===== config.mk =====
export PLATFORM = sky130hd
export DESIGN_NAME = sdfa_fire_scanner
export DESIGN_NICKNAME = d
export VERILOG_FILES = /design/src/rtl/sdfa_fire_scanner_pkg.sv /design/src/rtl/sdfa_fire_scanner_subtractor.sv /design/src/rtl/sdfa_fire_scanner.sv
export SDC_FILE = /design/constraint.sdc
export NUM_CORES = 1
export LEC_CHECK = 0
export CAP_MARGIN = 10
export CORE_MARGIN = 5
export CORE_UTILIZATION = 52
export CTS_CLUSTER_SIZE = 40
export DETAILED_ROUTE_END_ITERATION = 10
export PLACE_DENSITY = 0.79
export SYNTH_ARGS = -nofsm -noshare
export SYNTH_HDL_FRONTEND = slang
export SYNTH_SLANG_ARGS = --single-unit
export TNS_END_PERCENT = 10

===== constraint.sdc =====
create_clock -name clk -period 6.21 [get_ports clk]
set_input_delay 1.242 -clock clk [delete_from_list [all_inputs] [get_ports clk]]
set_output_delay 1.242 -clock clk [all_outputs]
set_load 0.01 [all_outputs]

===== src/rtl/sdfa_fire_scanner_pkg.sv =====
`default_nettype none
// ============================================================================
//  Module      : sdfa_fire_scanner_pkg
//  Description : Shared definitions for the SDFA neuron datapath.
//                - Default datapath widths and neuron count.
//                - Saturation bounds, shared with the adder stage.
//                - Fire-scanner state encoding.
//  Revision    : 1.0 - initial release
// ============================================================================
package sdfa_fire_scanner_pkg;

   localparam int c_CAL_BIT           = 10;
   localparam int c_NEURON_SIZE_BIT   = 8;
   localparam int c_NUMBER_OF_NEURONS = 256;

   // Saturation bounds for a c_CAL_BIT two's-complement potential
   localparam logic [c_CAL_BIT-1:0] c_SAT_MAX = 10'b0111111111;
   localparam logic [c_CAL_BIT-1:0] c_SAT_MIN = 10'b1000000000;

   typedef enum logic [2:0] {
      ST_IDLE   = 3'd0,
      ST_READ   = 3'd1,
      ST_LATCH  = 3'd2,
      ST_EVAL   = 3'd3,
      ST_FINISH = 3'd4
   } scan_state_t;

endpackage
`default_nettype wire


===== src/rtl/sdfa_fire_scanner_subtractor.sv =====
`default_nettype none
// ============================================================================
//  Module      : sdfa_subtractor_module
//  Description : Combinational saturating subtract o_diff = i_a - i_b.
//                Counterpart of the adder-stage module; clamps to the
//                shared MAX/MIN bounds on signed overflow.
//  Ports       : i_a, i_b  - signed CAL_BIT operands
//                o_diff    - saturated signed CAL_BIT difference
//  Revision    : 1.0 - initial release
// ============================================================================
module sdfa_subtractor_module
   import sdfa_fire_scanner_pkg::*;
#(
   parameter int CAL_BIT = c_CAL_BIT
) (
   input  logic [CAL_BIT-1:0] i_a,
   input  logic [CAL_BIT-1:0] i_b,
   output logic [CAL_BIT-1:0] o_diff
);

   logic [CAL_BIT-1:0] w_raw;
   logic [CAL_BIT-1:0] w_max;
   logic [CAL_BIT-1:0] w_min;

   assign w_raw = i_a - i_b;

   // Use the bounds shared with the adder stage when widths agree, so both
   // stages clamp to exactly the same values.
   generate
      if (CAL_BIT == c_CAL_BIT) begin : g_shared_bounds
         assign w_max = c_SAT_MAX;
         assign w_min = c_SAT_MIN;
      end else begin : g_generic_bounds
         assign w_max = {1'b0, {(CAL_BIT-1){1'b1}}};
         assign w_min = {1'b1, {(CAL_BIT-1){1'b0}}};
      end
   endgenerate

   // Overflow is only possible when the operand signs differ; the result
   // sign then disagrees with the minuend sign.
   always_comb begin
      o_diff = w_raw;
      if (!i_a[CAL_BIT-1] && i_b[CAL_BIT-1] && w_raw[CAL_BIT-1]) begin
         o_diff = w_max;
      end else if (i_a[CAL_BIT-1] && !i_b[CAL_BIT-1] && !w_raw[CAL_BIT-1]) begin
         o_diff = w_min;
      end
   end

endmodule
`default_nettype wire


===== src/rtl/sdfa_fire_scanner.sv =====
`default_nettype none
// ============================================================================
//  Module      : sdfa_fire_scanner
//  Description : Post-accumulation fire stage. Scans every neuron potential,
//                subtracts the leak, compares against the threshold, emits
//                firing neuron indices on a valid/ready port and writes back
//                the (possibly threshold-reduced) potential.
//  Ports       : clk, rst_n              - clock, async active-low reset
//                start, threshold, leak  - pass request and its parameters
//                busy, done              - pass status / end-of-pass pulse
//                mem_*                   - neuron memory read/write port
//                spike_valid/ready/id    - spike output handshake
//                spike_count             - spikes issued in current/last pass
//  Revision    : 1.0 - initial release
// ============================================================================
module sdfa_fire_scanner
   import sdfa_fire_scanner_pkg::*;
#(
   parameter int CAL_BIT           = c_CAL_BIT,
   parameter int NUMBER_OF_NEURONS = c_NUMBER_OF_NEURONS,
   parameter int NEURON_SIZE_BIT   = c_NEURON_SIZE_BIT
) (
   input  logic                       clk,
   input  logic                       rst_n,
   input  logic                       start,
   input  logic [CAL_BIT-1:0]         threshold,
   input  logic [CAL_BIT-1:0]         leak,
   output logic                       busy,
   output logic                       done,
   output logic                       mem_rd_en,
   output logic [NEURON_SIZE_BIT-1:0] mem_addr,
   input  logic [CAL_BIT-1:0]         mem_rd_data,
   output logic                       mem_wr_en,
   output logic [CAL_BIT-1:0]         mem_wr_data,
   output logic                       spike_valid,
   input  logic                       spike_ready,
   output logic [NEURON_SIZE_BIT-1:0] spike_id,
   output logic [NEURON_SIZE_BIT:0]   spike_count
);

   localparam logic [NEURON_SIZE_BIT-1:0] c_LAST_IDX = NEURON_SIZE_BIT'(NUMBER_OF_NEURONS - 1);

   scan_state_t                r_state;
   scan_state_t                w_next_state;
   logic [NEURON_SIZE_BIT-1:0] r_idx;
   logic [CAL_BIT-1:0]         r_thr;
   logic [CAL_BIT-1:0]         r_leak;
   logic [CAL_BIT-1:0]         r_p;
   logic                       r_spike_valid;
   logic [NEURON_SIZE_BIT-1:0] r_spike_id;
   logic [NEURON_SIZE_BIT:0]   r_spike_count;

   logic [CAL_BIT-1:0]         w_v;
   logic [CAL_BIT-1:0]         w_residue;
   logic                       w_fire;
   logic                       w_slot_free;
   logic                       w_capture;
   logic                       w_commit;
   logic                       w_push;

   // Leaked potential, then the post-fire residue
   sdfa_subtractor_module #(.CAL_BIT(CAL_BIT)) u_leak_sub (
      .i_a    (r_p),
      .i_b    (r_leak),
      .o_diff (w_v)
   );

   sdfa_subtractor_module #(.CAL_BIT(CAL_BIT)) u_thr_sub (
      .i_a    (w_v),
      .i_b    (r_thr),
      .o_diff (w_residue)
   );

   assign w_fire      = $signed(w_v) >= $signed(r_thr);
   // The spike register can take a new index if empty or draining this cycle
   assign w_slot_free = !r_spike_valid || spike_ready;

   always_comb begin
      w_next_state = r_state;
      mem_rd_en    = 1'b0;
      mem_wr_en    = 1'b0;
      mem_wr_data  = '0;
      done         = 1'b0;
      w_capture    = 1'b0;
      w_commit     = 1'b0;
      w_push       = 1'b0;
      case (r_state)
         ST_IDLE: begin
            if (start) begin
               w_capture    = 1'b1;
               w_next_state = ST_READ;
            end
         end
         ST_READ: begin
            mem_rd_en    = 1'b1;
            w_next_state = ST_LATCH;
         end
         ST_LATCH: begin
            w_next_state = ST_EVAL;
         end
         ST_EVAL: begin
            // A firing neuron waits here, unwritten, until its spike can be
            // pushed, so write-back and spike always commit together.
            if (w_fire) begin
               if (w_slot_free) begin
                  mem_wr_en   = 1'b1;
                  mem_wr_data = w_residue;
                  w_push      = 1'b1;
                  w_commit    = 1'b1;
               end
            end else begin
               mem_wr_en   = 1'b1;
               mem_wr_data = w_v;
               w_commit    = 1'b1;
            end
            if (w_commit) begin
               w_next_state = (r_idx == c_LAST_IDX) ? ST_FINISH : ST_READ;
            end
         end
         ST_FINISH: begin
            if (!r_spike_valid) begin
               done         = 1'b1;
               w_next_state = ST_IDLE;
            end
         end
         default: begin
            w_next_state = ST_IDLE;
         end
      endcase
   end

   always_ff @(posedge clk or negedge rst_n) begin
      if (!rst_n) begin
         r_state       <= ST_IDLE;
         r_idx         <= '0;
         r_thr         <= '0;
         r_leak        <= '0;
         r_p           <= '0;
         r_spike_valid <= 1'b0;
         r_spike_id    <= '0;
         r_spike_count <= '0;
      end else begin
         r_state <= w_next_state;
         if (w_capture) begin
            r_thr         <= threshold;
            r_leak        <= leak;
            r_idx         <= '0;
            r_spike_count <= '0;
         end else if (w_commit && (r_idx != c_LAST_IDX)) begin
            r_idx <= r_idx + 1'b1;
         end
         if (r_state == ST_LATCH) begin
            r_p <= mem_rd_data;
         end
         if (w_push) begin
            r_spike_valid <= 1'b1;
            r_spike_id    <= r_idx;
            r_spike_count <= r_spike_count + 1'b1;
         end else if (r_spike_valid && spike_ready) begin
            r_spike_valid <= 1'b0;
         end
      end
   end

   assign busy        = (r_state != ST_IDLE);
   assign mem_addr    = r_idx;
   assign spike_valid = r_spike_valid;
   assign spike_id    = r_spike_id;
   assign spike_count = r_spike_count;

endmodule
`default_nettype wire

==> results of run 1 <==
-- per-stage QoR --
step / utilization / cell area [sq um]
final: 0.7416 / 5066
after global routing: 0.7416 / 5066
after global placement: 0.6679 / 4563
after detailed placement: 0.6679 / 4563
after CTS: 0.7090 / 4843
after floorplan: - / 3671
-- repair_timing --
item,in CTS,in global routing
setup buffers,2,9
hold buffers,0,0
gates resized for setup,33,54
endpoints found under the hold margin,0,0
pin swaps,5,21
setup endpoints to repair,11,11
-- placed cells by master, fill, tap and decap left out, drive strengths merged, types with 4 or more instances in the layout --
master and count:
mux2i 5, buf 25, ha 24, a21oi 25, xor2 5, o21ai 40
inv 32, o2bb2ai 4, clkbuf 19, nor3 9, a21o 4, or3 4
o31ai 4, o21a 6, and3 7, nor2b 8, nor2 13, xnor2 4
dfrtp 59, nand2b 4, nor3b 4, nand2 74, a22o 4, clkdlybuf4s50 61
nand3 17, and2 4, mux2 8
-- kinds of logic after synthesis --
group / Yosys count / share of synthesized area
adder cells (fa/ha/maj): 27 / 0.09816
AO/OA/AOI/OAI: 113 / 0.1994
flip-flops: 59 / 0.4022
buffers and inverters: 43 / 0.04465
multiplexers: 13 / 0.03817
XOR/XNOR: 9 / 0.02147
AND/OR/NAND/NOR: 152 / 0.1960
-- critical path, cell delays in order, from the launching register on --
cell and delay [ps]:
dfrtp_1 390, inv_2 80, ha_4 200, nor2b_4 120
o211ai_1 230, nand3_1 130, a31oi_2 230, nor2_1 90
a211oi_2 240, fa_2 510, and2_4 200, o21ai_2 240
ha_4 250, a21o_1 200, a21oi_4 200, nor2_1 80
a311oi_1 290, o311a_1 270, buf_4 150, a31oi_1 80
o2bb2ai_1 170, clkbuf_2 160
-- worst min path at each step --
stage	from	end	slack [ps]	depth (start not counted)
after floorplan	r_leak[0]	r_leak[0]	450	2
after global placement	spike_id[7]	spike_id[7]	460	2
after detailed placement	spike_id[2]	spike_id[2]	460	2
after CTS	spike_id[2]	spike_id[2]	480	2
after global routing	spike_id[1]	spike_id[1]	520	2
final	spike_id[2]	spike_id[2]	480	2
-- sequential cells by signal (all words and copies together), names as in the netlist --
register / count
r_leak: 10
r_state: 3
mem_addr: 8
r_p: 10
r_thr: 10
spike_id: 8
spike_count: 9
spike_valid: 1
-- layer usage --
metal | wire length [microns] | global-route usage | vias up
li1 | - | - | 1654
met1 | 4537 | 0.3045 | 1653
met2 | 4591 | 0.3365 | 94
met3 | 494 | 0.05449 | 12
met4 | 131 | 0.07581 | 0
met5 | 0 | 0 | -
-- layout make-up --
class / instances / area (sq um)
tap: 96 / 120.1
timing repair buffer: 95 / 889.6
clock inverter: 5 / 61.31
multi-input combinational: 314 / 2247
sequential: 59 / 1476
inverter: 32 / 120.1
fill: 514 / 1765
clock buffer: 11 / 151.4
==> results.md, run 1 <==
- For the pin with the worst max-slew slack, the measured transition is about 740 ps.
- The number of cell instances on the worst register-to-register path is 23.
- 74 I/O pins were placed.
- By instance count, the leading cell after synthesis is nand2_1.
- Derived from the worst setup path, the maximum achievable clock frequency is 163.8 MHz.
- The aggregate global-route resource usage is 0.2203.
- The number of instances in the placed design is 586.
- The count of antenna diodes in the layout is 0.
- The number of sinks handled by clock tree synthesis is 59.
- The maximum level of the CTS H-tree is 3.
- The worst path meets setup with between 100 and 150 ps of slack.
- The worst hold-check slack is between 400 and 500 ps.
- The critical register-to-register path startpoint is r_leak[1].
- The number of enable flip-flop cells after synthesis is 0.
- After the first detailed-routing iteration, the DRC count stood at ~240.
- The biggest area consumer among synthesized cells is dfrtp_1.
- The CTS buffer count is 9.
- STA classifies the critical path endpoint as an output pin.
- At the end of the flow, the number of nets in the layout was roughly 570.
- The total count of max-transition violations in the final report is 0.
- The total congestion overflow after global routing is 0.
- The final layout contains routed wiring with a total length of ~9.8 mm.
- The longest clock path from root to sink contains 2 buffers.
- Yosys printed 0 warnings.
- The clock skew is 12.10 ps.
- The first global-routing pass estimated 15.39 mm of wire.
- The clock tree root driver cell is clkbuf_8.
- Summed over all failing endpoints, the final setup total negative slack is 0 ps.
- The critical path in this run is classified as flop to output pin.
- The clock period could shrink to slightly above 6000 ps.
- The initialized floorplan defines 30 standard-cell rows.
- The count of final hold-check violations came to 0.
- The arrival time at the worst endpoint is between 4000 and 5000 ps.
- The share of the clock period used by the worst path is 0.9830.
- After synthesis, the share of flip-flops with an asynchronous set or reset is 1.000.
- For the worst setup path, the data required time is roughly 5000 ps.
- The setup slack of the most critical reg-to-reg path is 1230 ps.
- TritonCTS built the clock tree.
- The routed layout has 3413 vias.
- The relative slew slack is 0.5041.
- The minimum setup slack after placement is -176.6 ps.
- The sequential area share after synthesis is 0.4022.
- The number of endpoints failing setup at the final stage is 0.
- The share of Yosys cell area claimed by the top area cell type is 0.4022.
- The die is roughly 94 microns wide.
- In this run the critical register-to-register path is captured at spike_count[6].
- The category of the worst setup path launch point is a flop.
- The net count after synthesis is approximately 480.
- For this run, the leading register cell type out of synthesis is dfrtp_1.
- The count of buffers added on input and output ports is between 70 and 80.
- The total of flip-flops plus latches after synthesis is 59.
- The largest net degree at the start of global routing is 60.
- The origin of the worst setup path is r_leak[1].
- Averaged over all synthesized cells, the footprint is 8.825 sq um.
- The per-cell via count in the routed design is between 5 and 6.
- The growth of design area from synthesis to finish is 38.00%.
- The end of the critical path is mem_wr_data[7].
- In the routed design, unresolved DRC markers number 0.
- Summed over all nets, the half-perimeter wirelength after detailed placement is approximately 7 mm.
- The number of global-route vias before repair came to about 3300.
- The flow ran to the end, and the final reports show no timing, DRC or antenna violations.
- The area of the die is between 8000 and 9000 sq um.
- In this run, distinct cell masters in the synthesized netlist total 53.
- In this run the remaining antenna-violating nets after routing total 0.
- The count of max-cap constraint violations is 0.
- The clock-pin slew on the worst setup and hold paths is about 70 ps.
- The gate count after technology mapping is 416.
- After detailed routing, the average wire length per cell comes to between 15 and 20 microns.
- For this configuration, the core starts out at a cell density of 0.5374.
- The cell area after technology mapping is around 3700 sq um.
- The core outline area is 6832 sq um.
- After synthesis, the cell types taking the most area are dfrtp_1 (40%), ha_1 (8.2%), nand2_1 (7.6%).
- In this run the worst hold path is classified as flop to flop.
- The filler-free cell count of the finished design is between 600 and 700.
- The height of the die is roughly 94 microns.
- Ranked by instance count, the synthesized netlist is headed by nand2_1 (74), dfrtp_1 (59), o21ai_0 (39), inv_1 (32), ha_1 (24).
- The weighted congestion at the end of routability-driven global placement is approximately 0.87.
- The total iterations of the first detailed-routing run is 5.
- The initial antenna violation count came to 0.
- The maximum fanout count along the critical path is 6.
- The clock reaches the later pin of the worst-skew pair after roughly 340 ps.
- The layout cell share with drive strength beyond 1 is 0.1822.
Power of run 1 is left out: the tool's default activity adds up to more than one toggle a clock period on the data nets, which glitch-free logic cannot reach.
==> run 2: changes to the inputs <==
--- a/config.mk
+++ b/config.mk
@@ -11,6 +11,8 @@
 export CTS_CLUSTER_SIZE = 40
 export DETAILED_ROUTE_END_ITERATION = 10
 export PLACE_DENSITY = 0.79
+export RECOVER_POWER = 50
+export SKIP_CTS_REPAIR_TIMING = 1
 export SYNTH_ARGS = -nofsm -noshare
 export SYNTH_HDL_FRONTEND = slang
 export SYNTH_SLANG_ARGS = --single-unit
==> results.md, run 2 (synthesis results as in run 1) <==
- The first detailed-routing pass ran for 5 iterations.
- The critical path goes through ha_4 -> nor2b_4 -> o211ai_1 -> nand3_1 -> a31oi_2 -> nor2_1 -> a211oi_2 -> fa_1 -> nand2b_4 -> buf_6 -> a21oi_4 -> ha_4 -> a21oi_4 -> buf_4 -> nor3b_2 -> o21a_2 -> mux2i_2 -> buf_4 -> nand2_1 -> a32o_1 -> buf_2.
- The worst setup path is captured at an output pin.
- The number of remaining DRC errors is 0.
- The data required time of the worst path is 4970 ps.
- The type of the tightest min-delay check is flop to flop.
- The most common library cell in the layout ignoring fill and taps is nand2_1.
- For this configuration, the core starts out at a cell density of 0.5374.
- The run finished, with violations left.
- The number of global-route vias before repair is 3237.
- The number of instances in the placed design is ~590.
- The largest net degree at the start of global routing is 60.
- The count of nets left with antenna violations once routing finished came out at 0.
- The maximum fanout count along the critical path is 5.
- The worst-case clock buffer depth is 2.
- The clock-pin slew on the worst setup and hold paths is roughly 70 ps.
- The clock skew is 11.39 ps.
- Across the run, the number of max-cap violations was 2.
- For the pin with the worst max-slew slack, the measured transition is around 3200 ps.
- The wire length of the first global-routing pass is about 15 mm.
- The floorplan has 30 rows.
- The final reports fail on capacitance limit, slew limit.
- After global routing the overflow that remains totals 0.
- For this design, the sink count on the clock tree is 59.
- The fmax is between 150 and 200 MHz.
- In this run the count of I/O pins placed on the die edge is 74.
- Input and output buffers added on the ports amount to between 70 and 80.
- Final hold analysis gives a worst-case slack of around 480 ps.
- The core outline area is 6832 sq um.
- The height of the die is about 94 microns.
- On the worst path, the slowest cell contributes a delay of 490 ps.
- The clock tree root driver cell is clkbuf_8.
- The number of endpoints failing setup at the final stage is 0.
- The type of the worst setup path is flop to output pin.
- STA classifies the critical path startpoint as a flop.
- The total count of max-transition violations in the final report is just over 100.
- Counting both buffers and inverters, the worst setup path holds a total of 4.
- After the last flow step, the layout net total stands at 578.
- The critical path's slowest cell is fa_1.
- The share of the clock period used by the worst path is 0.9771.
- In the final routed layout, each cell accounts on average for roughly 16 microns.
- The minimum clock period is around 6000 ps.
- The number of vias after detailed routing is 3443.
- The number of antenna diodes in the final layout is 0.
- In the final layout, the registers with the most flip-flops are r_leak x10, r_p x10, r_thr x10.
- For this run, the number of standard cells in the final layout without fillers is ~620.
- Headroom to the max-slew limit came out at -1.112.
- STA puts the critical path data arrival time at slightly below 5000 ps.
- The wire-length estimate of the detail-placed layout is about 7 mm.
- The die span in x is ~94 microns.
- The aggregate global-route resource usage is 0.2162.
- Leaving out fill and tap cells, the most frequent cells in the layout are nand2_1 (71), dfrtp_1 (59), clkdlybuf4s50_1 (50).
- The weighted congestion at the end of routability-driven global placement is about 0.87.
- TritonCTS created 9 clock buffers.
- The final-layout fill cell count is approximately 510.
- After detailed routing, the number of vias per cell comes to roughly 5.6.
- The cell class contributing the biggest share of worst-path delay is compound AO/OA/AOI/OAI gates.
- Wires add up to between 9 and 10 mm.
- The layout cell share with drive strength beyond 1 is 0.1858.
- The die covers 8840 sq um.
- The first routing iteration left around 250 violations.
- The initial antenna violation count came to 0.
- Relative to the synthesized area, the layout overhead comes to 38.55%.
- Clock latency on the worst-skew pair, taken at its later pin, is 340 ps.
- The CTS tree is built.
- The maximum level of the CTS H-tree is 3.
- The count of final hold-check violations came to 0.
[run 2: changes by cell type in the layout (fill, tap and decap cells not counted), moves of 3 or more]
cell	delta
clkbuf_2	-3
buf_4	+5
dlymetal6s2s_1	+3
dlygate4sd3_1	+11
clkdlybuf4s50_1	-11
[run 2: area by class of cell]
type	instances	area [sq um]	area share
tap	96	120.1	0.02362
clock inverter	5	61.31	0.01205
timing repair buffer	101	917.1	0.1803
sequential	59	1476	0.2903
inverter	32	120.1	0.02362
multi-input combinational	314	2240	0.4403
clock buffer	11	151.4	0.02977
[run 2: worst reg2reg max path, delay by kind of cell, from the launching register on]
family / cells / cell delay [ps]
AO/OA/AOI/OAI: 8 / 1580
AND/OR/NAND/NOR: 6 / 1280
adder cells (fa/ha/maj): 3 / 980
buffers and inverters: 3 / 520
flip-flops: 1 / 420
[run 2: metrics by stage]
stage | worst slack [ps] | setup TNS (ps) | utilization | instance area [sq um]
detailed placement | -176.6 | -1424 | 0.6679 | 4563
floorplan | 469.1 | 0 | - | 3671
finish | 142.3 | 0 | 0.7445 | 5086
CTS | -563.7 | -5648 | 0.6991 | 4776
global route | -49.65 | -262.8 | 0.7445 | 5086
global placement | 31.73 | 0 | 0.6679 | 4563
[run 2: layer usage]
layer	GRT usage	vias to the layer above	routed length (microns)
met1	0.2999	1653	4527
met3	0.06010	14	583
li1	-	1670	-
met2	0.3205	106	4673
met5	0	-	0
met4	0.08183	0	167
[run 2: path summary, 6_finish.rpt]
| path | from | end | slack (ps) | cells after the start |
|---|---|---|---|---|
| max | r_p[1] | mem_wr_data[0] | 140 | 21 |
| min | spike_id[2] | spike_id[2] | 480 | 2 |
| max reg2reg | r_p[1] | mem_addr[5] | 1360 | 20 |
| min reg2reg | spike_id[2] | spike_id[2] | 480 | 2 |
| max in group asynchronous | rst_n | r_p[6] | 2380 | 2 |
| min in group asynchronous | rst_n | spike_id[2] | 2050 | 2 |
Power of run 2 is left out for the same reason.
